$ cat src/rtl/rr_sched_pkg.sv
// Shared definitions for the round-robin grant scheduler.
//   - sched_state_e : scheduler FSM states (IDLE, GRANT, GAP)
//   - RR_DEFAULT_N / RR_DEFAULT_MAXHOLD : default parameter values
//   - RR_MAX_N      : widest request vector rr_pick can search
//   - rr_pick()     : rotating-priority search used for arbitration
package rr_sched_pkg;

  typedef enum logic [1:0] {
    IDLE  = 2'd0,
    GRANT = 2'd1,
    GAP   = 2'd2
  } sched_state_e;

  localparam int RR_DEFAULT_N       = 4;
  localparam int RR_DEFAULT_MAXHOLD = 8;
  localparam int RR_MAX_N           = 32;

  // Returns the first index i with req[i]=1 when scanning
  // ptr, ptr+1, ..., ptr+n-1 (all mod n). Returns 0 when nothing is
  // requested; callers only use the result when |req is true.
  function automatic int rr_pick(input logic [RR_MAX_N-1:0] req,
                                 input int n,
                                 input int ptr);
    int   win;
    int   cand;
    logic found;
    win   = 0;
    found = 1'b0;
    for (int k = 0; k < RR_MAX_N; k++) begin
      if (k < n && !found) begin
        // Modulo by subtraction: ptr < n and k < n, so one wrap is enough.
        cand = ptr + k;
        if (cand >= n) cand = cand - n;
        if (req[cand]) begin
          win   = cand;
          found = 1'b1;
        end
      end
    end
    return win;
  endfunction

endpackage

$ cat src/rtl/rr_grant_sched_dec.sv
// Enabled index-addressed decoder.
//   addr_i : index of the output to drive
//   en_i   : enable; when low every output is 0
//   y_o    : N outputs, y_o[addr_i] = en_i, all others 0
module dec_en_n #(
  parameter int N  = 4,
  parameter int AW = 2
) (
  input  logic [AW-1:0] addr_i,
  input  logic          en_i,
  output logic [N-1:0]  y_o
);

  always_comb begin
    y_o = '0;
    y_o[addr_i] = en_i;
  end

endmodule

$ cat src/rtl/rr_grant_sched.sv
// Round-robin scheduler sharing one resource among N requesters.
//   clk       : system clock, rising edge
//   rst       : asynchronous active-high reset
//   req       : request vector, req[i] held high while i wants the resource
//   done      : one-cycle release pulse from the current owner
//   gnt       : one-hot grant (all zero when no grant)
//   gnt_idx   : index of the current owner, valid while gnt_valid=1
//   gnt_valid : high while a grant is active
//   preempt   : one-cycle pulse when a grant ended by the hold limit
//   dbg_state : current FSM state, for observation only
//
// Handshake: a requester raises req[i] and keeps it high while it wants
// the resource. Once it sees gnt[i] it owns the resource until it drops
// req[i] or pulses done (either, or both in the same cycle, is one
// release). The scheduler may end the grant early after MAXHOLD cycles,
// signalled by preempt. Every grant is followed by one dead cycle (GAP).
import rr_sched_pkg::*;

module rr_grant_sched #(
  parameter int N       = RR_DEFAULT_N,
  parameter int IDXW    = $clog2(N),
  parameter int MAXHOLD = RR_DEFAULT_MAXHOLD
) (
  input  logic            clk,
  input  logic            rst,
  input  logic [N-1:0]    req,
  input  logic            done,
  output logic [N-1:0]    gnt,
  output logic [IDXW-1:0] gnt_idx,
  output logic            gnt_valid,
  output logic            preempt,
  output logic [1:0]      dbg_state
);

  localparam int HW = (MAXHOLD > 0) ? $clog2(MAXHOLD + 1) : 1;

  sched_state_e    state_q;
  logic [IDXW-1:0] ptr_q;
  logic [IDXW-1:0] idx_q;
  logic [HW-1:0]   hcnt_q;
  logic            preempt_q;

  logic [IDXW-1:0] win;
  logic [IDXW-1:0] ptr_next;
  logic            any_req;
  logic            owner_req;
  logic            hold_hit;

  always_comb begin
    win       = IDXW'(rr_pick(RR_MAX_N'(req), N, int'(ptr_q)));
    any_req   = |req;
    owner_req = req[idx_q];
    // Explicit wrap so non-power-of-two N also returns to 0.
    ptr_next  = (idx_q == IDXW'(N - 1)) ? '0 : idx_q + IDXW'(1);
    // hcnt counts 0..MAXHOLD-1 over the grant, so the grant lasts
    // exactly MAXHOLD cycles when it reaches the limit.
    hold_hit  = (MAXHOLD != 0) && (hcnt_q == HW'(MAXHOLD - 1));
  end

  always_ff @(posedge clk or posedge rst) begin
    if (rst) begin
      state_q   <= IDLE;
      ptr_q     <= '0;
      idx_q     <= '0;
      hcnt_q    <= '0;
      preempt_q <= 1'b0;
    end else begin
      preempt_q <= 1'b0;
      case (state_q)
        IDLE: begin
          if (any_req) begin
            idx_q   <= win;
            hcnt_q  <= '0;
            state_q <= GRANT;
          end
        end
        GRANT: begin
          hcnt_q <= hcnt_q + HW'(1);
          if (!owner_req || done || hold_hit) begin
            state_q   <= GAP;
            ptr_q     <= ptr_next;
            // Only a limit-forced release counts as a preemption.
            preempt_q <= hold_hit && owner_req && !done;
          end
        end
        GAP: begin
          if (any_req) begin
            idx_q   <= win;
            hcnt_q  <= '0;
            state_q <= GRANT;
          end else begin
            state_q <= IDLE;
          end
        end
        default: state_q <= IDLE;
      endcase
    end
  end

  assign gnt_valid = (state_q == GRANT);
  assign gnt_idx   = idx_q;
  assign preempt   = preempt_q;
  assign dbg_state = state_q;

  // Grant is decoded purely from registered state.
  dec_en_n #(
    .N  (N),
    .AW (IDXW)
  ) u_dec (
    .addr_i (idx_q),
    .en_i   (gnt_valid),
    .y_o    (gnt)
  );

endmodule

$ cat config.mk
export PLATFORM = sky130hd
export DESIGN_NAME = rr_grant_sched
export DESIGN_NICKNAME = d
export VERILOG_FILES = /design/src/rtl/rr_sched_pkg.sv /design/src/rtl/rr_grant_sched_dec.sv /design/src/rtl/rr_grant_sched.sv
export SDC_FILE = /design/constraint.sdc
export NUM_CORES = 1
export LEC_CHECK = 0
export ABC_CLOCK_PERIOD_IN_PS = 3200
export CAP_MARGIN = 40
export CORE_MARGIN = 5
export CORE_UTILIZATION = 25
export CTS_CLUSTER_SIZE = 40
export DETAILED_ROUTE_END_ITERATION = 10
export PLACE_DENSITY_LB_ADDON = 0.25
export SLEW_MARGIN = 20
export SYNTH_ARGS = -nofsm -noshare
export SYNTH_HDL_FRONTEND = slang
export SYNTH_SLANG_ARGS = --single-unit
$ cat constraint.sdc
create_clock -name clk -period 3.2 [get_ports clk]
set_input_delay 0.64 -clock clk [delete_from_list [all_inputs] [get_ports clk]]
set_output_delay 0.64 -clock clk [all_outputs]
set_load 0.1 [all_outputs]
Word level (Yosys, flattened, before mapping)
Cells that the tools add are included.
{ "classes": {"addsub": 9, "magnitude_cmp": 10, "n_eq_ne": 7, "muxes": 44, "bitwise": 1, "reduce_logical": 15} }
{ "op_table": {"columns": ["operator", "count"], "rows": [
  ["2-to-1 mux 32 bit", 7],
  ["< comparator 32 x 7 -> 1 bit (second input constant)", 4],
  ["binary-select mux 1 bit (select 5 bit)", 4],
  ["2-to-1 mux 2 bit", 10],
  ["2-to-1 mux 1 bit", 18],
  ["subtractor 3 x 3 -> 4 bit (second input constant)", 3],
  ["greater-or-equal comparator 3 bit (second input constant)", 3],
  ["case mux 4 bit (2 select lines)", 1],
  ["AND reduction 2 bit", 4],
  ["adder 2 x 2 -> 3 bit (second input constant)", 2],
  ["case mux 2 bit (3 select lines)", 1],
  ["adder 4 x 1 -> 4 bit (second input constant)", 1],
  ["AND 4 bit", 1],
  ["== test 2 bit (second input constant)", 2],
  ["== test 4 x 3 -> 1 bit (second input constant)", 1],
  ["2-to-1 mux 4 bit", 1],
  ["!= test 2 bit (second input constant)", 2],
  ["OR reduction 4 bit", 1],
  ["subtractor 2 x 3 -> 4 bit (second input constant)", 1],
  ["adder 2 x 1 -> 3 bit (second input constant)", 1],
  ["greater-or-equal comparator 2 x 3 -> 1 bit (second input constant)", 1],
  ["logical AND 1 bit", 3],
  ["< comparator 2 x 3 -> 1 bit (second input constant)", 1],
  ["adder 2 x 1 -> 2 bit (second input constant)", 1],
  ["other kinds (10)", 12]
]} }
{ "word_totals": {"regBits": 11, "in_bits": 7, "out_inout_bits": 10} }

Depth between registers and ports, before layout
Gate-level depths: netlist of run 1.
{ "depth": {"ltp_word": 24, "ltp_mapped": 7, "mapped_depth_nobuf": 6} }

Cells and area by module
From an unflattened synthesis of run 1, not the netlist that was laid out.
{ "hier_totals": {"hier_cells": 85, "area_unflattened_um2": 775.7} }
{ "modules_own_cells": {"columns": ["module", "n_inst", "cells_per_inst", "area_each_um2"], "rows": [
  ["rr_grant_sched", 1, 81, 738.2],
  ["dec_en_n", 1, 4, 37.5]
]} }

Worst setup path before layout of run 1
OpenSTA, ideal clock, no wires.
{ "synth_path": {"kind": "register to output", "from": "reg state_q[1], in the netlist dbg_state[1]", "to": "out gnt[0]", "t_arrival_ns": 2.741, "setup_slack_ns": -0.181, "stages_incl_launch_ff": 4, "cell_sequence": "dfrtp_1 > nand2b_1 > clkinv_1 > and2_1"} }
{ "synth_between": {"elab_chain_cells": 2} }
{ "synth_lines": {"columns": ["item", "line", "rtl"], "rows": [
  ["from (decl)", "rr_grant_sched.sv:37", "sched_state_e state_q;"],
  ["from (signal assigned)", "rr_grant_sched.sv:62", "state_q <= IDLE;"],
  ["from (signal assigned)", "rr_grant_sched.sv:74", "state_q <= GRANT;"],
  ["from (signal assigned)", "rr_grant_sched.sv:80", "state_q <= GAP;"],
  ["== test 2 x 1 -> 1 bit", "rr_grant_sched.sv:100", "assign gnt_valid = (state_q == GRANT);"],
  ["named net gnt_valid", "rr_grant_sched.sv:30", "output logic gnt_valid,"],
  ["AND 4 bit (no line)", null, null],
  ["to (decl)", "rr_grant_sched.sv:28", "output logic [N-1:0] gnt,"]
]} }
The timed path passes the listed nets, and every way through them passes these cells.

Worst setup path in the final report of run 1
{ "layout_path": {"from": "reg ptr_q[0]", "to": "reg idx_q[0], in the netlist gnt_idx[0]"} }
{ "layout_between": {"elab_chain_cells": 13, "word_cells_on_any_way": 42, "cone_classes": "add/sub (7); order compare (4); mux (31)"} }
{ "layout_lines": {"columns": ["item", "line", "rtl"], "rows": [
  ["from (decl)", "rr_grant_sched.sv:38", "logic [IDXW-1:0] ptr_q;"],
  ["from (signal assigned)", "rr_grant_sched.sv:81", "ptr_q <= ptr_next;"],
  ["adder 2 x 1 -> 3 bit", "rr_sched_pkg.sv:32", "cand = ptr + k;"],
  ["subtractor 3 x 3 -> 4 bit / greater-or-equal comparator 3 bit (equally long branches)", "rr_sched_pkg.sv:33", "if (cand >= n) cand = cand - n;"],
  ["2-to-1 mux 32 bit", "rr_sched_pkg.sv:33", null],
  ["2-to-1 mux 32 bit", "rr_sched_pkg.sv:30", "if (k < n && !found) begin"],
  ["binary-select mux 1 bit (select 5 bit)", "rr_sched_pkg.sv:34", "if (req[cand]) begin"],
  ["2-to-1 mux 1 bit (implied by the code) (2 in a row)", "rr_sched_pkg.sv:34", null],
  ["2-to-1 mux 2 bit", "rr_sched_pkg.sv:34", null],
  ["2-to-1 mux 2 bit", "rr_sched_pkg.sv:30", null],
  ["2-to-1 mux 2 bit", "rr_sched_pkg.sv:34", null],
  ["2-to-1 mux 2 bit", "rr_sched_pkg.sv:30", null],
  ["2-to-1 mux 2 bit", "rr_sched_pkg.sv:34", null],
  ["2-to-1 mux 2 bit *", "rr_sched_pkg.sv:30", null],
  ["to (signal assigned)", "rr_grant_sched.sv:72", "idx_q <= win;"],
  ["to (signal assigned)", "rr_grant_sched.sv:88", "idx_q <= win;"],
  ["to (decl)", "rr_grant_sched.sv:39", "logic [IDXW-1:0] idx_q;"]
]} }
Every way passes the cells marked *; elsewhere a longest branch is shown, timed or not. The select of a mux whose other input is x is not followed.
A chain may end at the register's enable or synchronous reset.

==> results of run 1 <==
cell usage in the layout (no fill, tap or decap):
master,netlist,routed
sky130_fd_sc_hd__dfrtp_1,11,11
sky130_fd_sc_hd__nor2_1,8,8
sky130_fd_sc_hd__nor3_1,1,1
sky130_fd_sc_hd__a311oi_1,1,1
sky130_fd_sc_hd__nand4_1,1,1
sky130_fd_sc_hd__mux2i_1,3,3
sky130_fd_sc_hd__mux2_4,1,1
sky130_fd_sc_hd__nand2_1,12,12
sky130_fd_sc_hd__a21o_1,1,1
sky130_fd_sc_hd__o21ai_1,2,2
sky130_fd_sc_hd__o21ai_0,4,4
sky130_fd_sc_hd__nand2b_1,2,2
sky130_fd_sc_hd__clkdlybuf4s50_1,0,6
sky130_fd_sc_hd__xor2_1,2,2
sky130_fd_sc_hd__o31ai_1,1,1
sky130_fd_sc_hd__a2bb2oi_2,1,1
sky130_fd_sc_hd__mux4_1,1,1
sky130_fd_sc_hd__mux4_2,1,1
sky130_fd_sc_hd__a21oi_2,1,1
sky130_fd_sc_hd__clkbuf_4,0,3
sky130_fd_sc_hd__nand3_1,2,2
sky130_fd_sc_hd__ha_1,9,9
sky130_fd_sc_hd__clkinv_2,0,2
sky130_fd_sc_hd__nor2b_1,2,2
sky130_fd_sc_hd__o21bai_1,1,1
sky130_fd_sc_hd__a21oi_1,4,4
sky130_fd_sc_hd__buf_4,0,10
sky130_fd_sc_hd__o21a_1,1,1
sky130_fd_sc_hd__nand3b_1,1,1
sky130_fd_sc_hd__and2_1,4,4
sky130_fd_sc_hd__a32oi_1,2,2
sky130_fd_sc_hd__inv_1,7,7
sky130_fd_sc_hd__and3_4,1,1
sky130_fd_sc_hd__nor3_4,2,2
metrics by stage:
step	utilization	worst slack, ns	cell area, um^2	cells
detailed placement	0.3150	0.8737	1051	153
global route	0.3232	0.8707	1079	157
floorplan	-	0.1462	869.6	92
global placement	0.3150	0.8941	1051	153
CTS	0.3232	1.011	1079	157
finish	0.3232	1.023	1079	157
cells in the mapped netlist, drive strengths merged:
library cell | instances | area, um^2
a21o | 1 | 7.510
a21oi | 5 | 28.78
a2bb2oi | 1 | 15.01
a311oi | 1 | 8.760
a32oi | 2 | 17.52
and2 | 4 | 25.02
and3 | 1 | 11.26
buf | 1 | 11.26
clkinv | 1 | 3.750
dfrtp | 11 | 275.3
ha | 9 | 112.6
inv | 7 | 26.28
mux2 | 1 | 15.01
mux2i | 3 | 30.03
mux4 | 2 | 48.80
nand2 | 12 | 45.04
nand2b | 2 | 12.51
nand3 | 2 | 10.01
nand3b | 1 | 7.510
nand4 | 1 | 6.260
nor2 | 8 | 30.03
nor2b | 2 | 12.51
nor3 | 3 | 37.53
o21a | 1 | 7.510
o21ai | 6 | 30.03
o21bai | 1 | 7.510
o31ai | 1 | 7.510
xor2 | 2 | 17.52
final cells by class:
class                   count  area, um^2
flip-flops and latches     11       275.3
clock inverters             1       5.005
well taps                  46       57.56
fillers                   351        2258
clock buffers               3       22.52
repair buffers             16       135.1
inverters                   8       31.28
multi-input cells          72       551.8
state kept, by name, summed over array words and instances (netlist names):
| signal | flops |
|---|---|
| gnt_idx | 2 |
| preempt | 1 |
| hcnt_q | 4 |
| dbg_state | 2 |
| ptr_q | 2 |
metal layers:
metal	vias to the layer above	wire length, um
li1	357	-
met1	326	866
met2	12	905
met3	0	47
met4	0	0
met5	-	0
kinds of logic after synthesis:
group                    after synthesis  share of synthesized area
AO/OA/AOI/OAI                         19                     0.1499
adder cells (fa/ha/maj)                9                     0.1297
XOR/XNOR                               2                    0.02018
multiplexers                           6                     0.1081
AND/OR/NAND/NOR                       36                     0.2277
buffers and inverters                  9                    0.04755
flip-flops                            11                     0.3170
critical path, stage by stage (launching register included):
cell	delay [ns]
sky130_fd_sc_hd__dfrtp_1	0.71
sky130_fd_sc_hd__inv_1	0.14
sky130_fd_sc_hd__ha_1	0.47
sky130_fd_sc_hd__mux4_1	0.36
sky130_fd_sc_hd__a311oi_1	0.28
sky130_fd_sc_hd__o31ai_1	0.10
path summary, 6_finish.rpt:
kind / slack (ns) / cells after the start / endpoint / from
hold reg to reg: 0.54 / 2 / hcnt_q[1]$_DFFE_PP0P_ / hcnt_q[1]$_DFFE_PP0P_
max in group asynchronous: 2.24 / 2 / hcnt_q[3]$_DFFE_PP0P_ / rst
hold / removal: 0.54 / 2 / hcnt_q[1]$_DFFE_PP0P_ / hcnt_q[1]$_DFFE_PP0P_
setup reg to reg: 1.02 / 5 / gnt_idx[0]$_DFFE_PP0P_ / ptr_q[0]$_DFFE_PP0P_
setup / recovery: 1.02 / 5 / gnt_idx[0]$_DFFE_PP0P_ / ptr_q[0]$_DFFE_PP0P_
min in group asynchronous: 0.67 / 2 / dbg_state[1]$_DFFE_PP0P_ / rst
==> results.rst, run 1 <==
.. list-table::
   :header-rows: 1

   * - Metric
     - Value
   * - Highest achievable clock rate
     - 459.4 MHz
   * - Mapped Nets
     - 108
   * - Worst-case clock buffer depth
     - 2
   * - Met2 usage
     - 0.1452
   * - Worst clock skew
     - 0.003687 ns
   * - Cells after synthesis
     - 92
   * - Post-cts repair resize count
     - 0
   * - Status
     - finished, final reports clean
   * - Vias per cell
     - 4.427
   * - Seq/Total Area, Yosys
     - 0.3170
   * - Most utilized layer in the global route result
     - met2
   * - N_diodes
     - 0
   * - Number of buffer cells added on primary ports
     - 16
   * - Average cell area after synthesis
     - 9.438 um^2
   * - Worst Setup Path Type
     - reg -> reg
   * - Routability congestion estimate from global placement
     - 0.7702
   * - Worst max-slew margin expressed relative to the limit
     - 0.6185
   * - # Max-Cap Violations
     - 0
   * - Number of setup buffers added after CTS
     - 0
   * - Final-layout worst hold slack
     - 0.5399 ns
   * - DIE WIDTH
     - 68.94 um
   * - CP Max Fanout
     - 15
   * - Detailed Route WL
     - 1819 um
   * - Fin crit period
     - 2.177 ns
   * - Setup violation total in the final timing report
     - 0
   * - Number of distinct library cells after synthesis
     - 32
   * - Vias
     - 695
   * - Met1 usage
     - 0.1082
   * - Top-level I/O count
     - 17
   * - Ratio of cells with drive above 1 in the final layout
     - 0.1982
   * - Overflow after GRT
     - 0
   * - Cell area after synthesis
     - 868.3 um^2
   * - Initial standard-cell utilization of the core
     - 0.2602
   * - CP startpoint kind
     - register
   * - Clock slew at the register clock pins of the worst setup and hold paths
     - 0.08 ns
   * - Unrepaired setup endpoints after global routing
     - false
   * - Yosys warns
     - 0
   * - Antenna violations before repair
     - 0
   * - Final hold violations
     - 0
   * - Worst-Margin Slew
     - 0.5723 ns
   * - Area overhead of the layout relative to synthesis
     - 24.21%
   * - Wire length of the first global-routing pass
     - 3015 um
   * - Clock sink count
     - 11
   * - GR met3 Demand/Resource
     - 0.009724
   * - Count of pins over their slew limit
     - 0
   * - Insertion delay to the later sink of the worst-skew pair
     - 0.26 ns
   * - Share of the clock period used by the worst path after layout
     - 0.6802
   * - Vias in the first global route
     - 667
   * - Register bit total from synthesis
     - 11
   * - Worst min-delay path class
     - reg -> reg
   * - Area of the die
     - 4752 um^2
   * - Number of placement rows
     - 21
   * - Endpoint kind of the worst setup timing path
     - register
   * - Wire length per cell
     - 11.59 um
   * - Largest net degree at the start of global routing
     - 16
   * - Starting DRT DRC Count
     - 31
   * - Height of the die
     - 68.94 um
   * - Placeable core region
     - 3337 um^2
   * - CTS tree
     - yes
   * - Number of nets in the layout
     - 128
   * - Total clock buffers created by CTS
     - 3
   * - Number of search-and-repair iterations in the first detailed-routing pass
     - 4
   * - Cts-stage hold buffer count
     - 0
   * - Total global-route track usage
     - 0.08331
   * - Data arrival time of the critical path
     - 2.32 ns
   * - Number of H-tree levels
     - 1
   * - Remaining design rule violation count
     - 0
   * - Total half-perimeter wirelength after legalization and detailed placement
     - 1486 um
   * - Clock tree root driver cell
     - sky130_fd_sc_hd__clkbuf_4
   * - Setup tns final
     - 0 ns
   * - Routed Antenna Nets
     - 0
   * - Req. time, crit path
     - 3.35 ns
Power of run 1 is not shown: default switching activity piles up to over one toggle a cycle in this logic, so the estimate is an artifact.
==> inputs of run 2 (changes only) <==
Settings changed: ABC_CLOCK_PERIOD_IN_PS 3200 to 2300.
Clock period 3.2 ns to 2.3 ns, I/O delays scaled along.
==> run 2 against run 1 <==
Compared with the run above: non-clock buffer count rose by 1; final cell count rose by 0.64%; setup slack got worse by 0.70 ns; die area did not move; sequential share of layout area fell by 1.5 points; global-route usage rose by 0.34 points; highest routed layer is now met4; count of clock-buffer cells in the layout rose by 1; utilization rose by 2.3 points.
==> results.rst, run 2 (synthesis gave the netlist of run 1 again) <==
.. list-table::
   :header-rows: 1

   * - Metric
     - Value
   * - Worst-case clock buffer depth
     - 2 (unchanged)
   * - Vias in the first global route
     - 670 (was 667)
   * - Vias
     - 722 (was 695)
   * - Share of the clock period used by the worst path after layout
     - 0.8608
   * - Worst-Margin Slew
     - 0.4207 ns (was 0.5723 ns)
   * - Top-level I/O count
     - 17 (unchanged)
   * - Highest achievable clock rate
     - 505.1 MHz
   * - Number of stages on the worst setup path
     - 4 (was 5)
   * - Clock tree root driver cell
     - sky130_fd_sc_hd__clkbuf_4 (unchanged)
   * - Count of pins over their slew limit
     - 0 (unchanged)
   * - Total half-perimeter wirelength after legalization and detailed placement
     - 1475 um (was 1486 um)
   * - Number of flip-flops in the largest register
     - 4 (unchanged)
   * - Antenna violations before repair
     - 0 (unchanged)
   * - Post-placement cell count
     - 154 (was 153)
   * - Fin crit period
     - 1.980 ns
   * - Starting DRT DRC Count
     - 24 (was 31)
   * - Critical R2R Launch
     - ptr_q[1]$_DFFE_PP0P_ (was ptr_q[0]$_DFFE_PP0P_)
   * - Number of setup buffers added after CTS
     - 0 (unchanged)
   * - Placeable core region
     - 3337 um^2 (unchanged)
   * - Initial standard-cell utilization of the core
     - 0.2602 (unchanged)
   * - Number of placement rows
     - 21 (unchanged)
   * - Unrepaired setup endpoints after global routing
     - false (unchanged)
   * - Clock slew at the register clock pins of the worst setup and hold paths
     - 0.07 ns (was 0.08 ns)
   * - Endpoint kind of the worst setup timing path
     - output pin (was register)
   * - Detailed Route WL
     - 1847 um (was 1819 um)
   * - Worst Setup Path Type
     - reg -> out (was reg -> reg)
   * - Height of the die
     - 68.94 um (unchanged)
   * - Total clock buffers created by CTS
     - 3 (unchanged)
   * - End of the worst register-to-register path
     - gnt_idx[0]$_DFFE_PP0P_ (unchanged)
   * - Number of search-and-repair iterations in the first detailed-routing pass
     - 4 (unchanged)
   * - Status
     - finished, final reports clean (unchanged)
   * - Commonest cells after routing, fill and taps aside
     - sky130_fd_sc_hd__nand2_1, sky130_fd_sc_hd__ha_1, sky130_fd_sc_hd__dfrtp_1 (was sky130_fd_sc_hd__nand2_1, sky130_fd_sc_hd__dfrtp_1, sky130_fd_sc_hd__buf_4)
   * - Worst max-slew margin expressed relative to the limit
     - 0.7192 (was 0.6185)
   * - Setup violation total in the final timing report
     - 0 (unchanged)
   * - Post-route non-filler standard cell count
     - 158 (was 157)
   * - Total buffers and inverters traversed by the critical path
     - 2 (was 1)
   * - Post-Route Utilization
     - 0.3461 (was 0.3232)
   * - Req. time, crit path
     - 1.84 ns (was 3.35 ns)
   * - CP startpoint kind
     - register (unchanged)
   * - Area overhead of the layout relative to synthesis
     - 33.00% (was 24.21%)
   * - Number of nets in the layout
     - 129 (was 128)
   * - Cts-stage hold buffer count
     - 0 (unchanged)
   * - Final hold violations
     - 0 (unchanged)
   * - Wire length of the first global-routing pass
     - 3070 um (was 3015 um)
   * - Layout filler cell count
     - 348 (was 351)
   * - Most common cell after layout, fill and taps aside
     - sky130_fd_sc_hd__nand2_1 (unchanged)
   * - Total global-route track usage
     - 0.08671 (was 0.08331)
   * - CP Max Fanout
     - 9 (was 15)
   * - Slowest cell on the critical path
     - sky130_fd_sc_hd__dfrtp_2 (was sky130_fd_sc_hd__dfrtp_1)
   * - Routed Antenna Nets
     - 0 (unchanged)
   * - FF-to-FF path depth
     - 5 (unchanged)
   * - Area of the die
     - 4752 um^2 (unchanged)
   * - Vias per cell
     - 4.570 (was 4.427)
   * - Remaining design rule violation count
     - 0 (unchanged)
   * - Number of H-tree levels
     - 1 (unchanged)
   * - Wire length per cell
     - 11.69 um (was 11.59 um)
   * - Post-cts repair resize count
     - 0 (unchanged)
   * - # Max-Cap Violations
     - 0 (unchanged)
   * - CP top delay family
     - simple AND/OR/NAND/NOR gates (was flip-flops)
   * - N_diodes
     - 0 (unchanged)
   * - Worst min-delay path class
     - in -> async (was reg -> reg)
   * - Crit path largest cell delay
     - 0.42 ns (was 0.71 ns)
   * - Largest net degree at the start of global routing
     - 15 (was 16)
   * - Worst clock skew
     - 0.003126 ns (was 0.003687 ns)
   * - Number of buffer cells added on primary ports
     - 16 (unchanged)
   * - Ratio of cells with drive above 1 in the final layout
     - 0.2500 (was 0.1982)
   * - Overflow after GRT
     - 0 (unchanged)
   * - Register with the most flip-flops
     - hcnt_q (unchanged)
   * - Clock sink count
     - 11 (unchanged)
   * - Data arrival time of the critical path
     - 1.52 ns (was 2.32 ns)
   * - CTS tree
     - yes (unchanged)
   * - Routability congestion estimate from global placement
     - 0.8029 (was 0.7702)
   * - List of cells traversed by the critical path
     - nand2b_1, clkinv_2, and2_2, buf_12 (was inv_1, ha_1, mux4_1, a311oi_1, o31ai_1)
   * - Insertion delay to the later sink of the worst-skew pair
     - 0.27 ns (was 0.26 ns)
   * - DIE WIDTH
     - 68.94 um (unchanged)
   * - R2r setup slk
     - 0.42 ns (was 1.02 ns)
-- run 2: cell types whose count changed in the layout (fill, tap and decap cells not counted) --
cell                       delta
sky130_fd_sc_hd__clkinv_2     -1
sky130_fd_sc_hd__buf_4        -4
sky130_fd_sc_hd__dfrtp_2      +2
sky130_fd_sc_hd__clkbuf_1     +1
sky130_fd_sc_hd__and2_1       -4
sky130_fd_sc_hd__dfrtp_1      -2
sky130_fd_sc_hd__buf_12       +5
sky130_fd_sc_hd__and2_2       +4
-- run 2: metal layers --
metal	vias up	wire length, um	global-route usage
met5	-	0	0
met1	337	847	0.1102
met4	0	20	0.03650
li1	364	-	-
met2	19	902	0.1405
met3	2	77	0.01945
-- run 2: how the worst max path moves through the flow --
| stage | startpoint | endpoint | slack (ns) |
|---|---|---|---|
| after CTS | dbg_state[0]$_DFFE_PP0P_ | gnt[3] | 0.30 |
| after detailed placement | req[3] | gnt_idx[0]$_DFFE_PP0P_ | 0.16 |
| final | dbg_state[0]$_DFFE_PP0P_ | gnt[3] | 0.32 |
| after floorplan | dbg_state[1]$_DFFE_PP0P_ | gnt[0] | -0.04 |
| after global placement | req[3] | gnt_idx[0]$_DFFE_PP0P_ | 0.20 |
| after global routing | dbg_state[0]$_DFFE_PP0P_ | gnt[2] | 0.21 |
-- run 2: through the flow --
stage          instance area (um^2)  TNS (ns)  setup slack (ns)  hold slack, ns
3_5_place_dp                   1129         0            0.1646          0.5143
3_3_place_gp                   1129         0            0.1997          0.5179
2_1_floorplan                 877.1   -0.1653          -0.04134          0.3123
5_1_grt                        1155         0            0.2111          0.4988
4_1_cts                        1155         0            0.3018          0.4902
6_report                       1155         0            0.3202          0.4787
-- run 2: final cells by class --
| type | instances | area [um^2] | share of cell area |
|---|---|---|---|
| inverter | 8 | 31.28 | 0.02709 |
| tap | 46 | 57.56 | 0.04984 |
| clock buffer | 4 | 26.28 | 0.02275 |
| timing repair buffer | 17 | 205.2 | 0.1777 |
| sequential | 11 | 277.8 | 0.2405 |
| multi-input combinational | 72 | 556.8 | 0.4821 |
Power of run 2 is left out for the same reason.
==> inputs of run 3 (changes only) <==
Settings changed: HOLD_SLACK_MARGIN set to 0.03.
==> results of run 3 <==
The final DEF is identical to that of run 2; final timing and power are the same.
Power of run 3 is left out for the same reason.
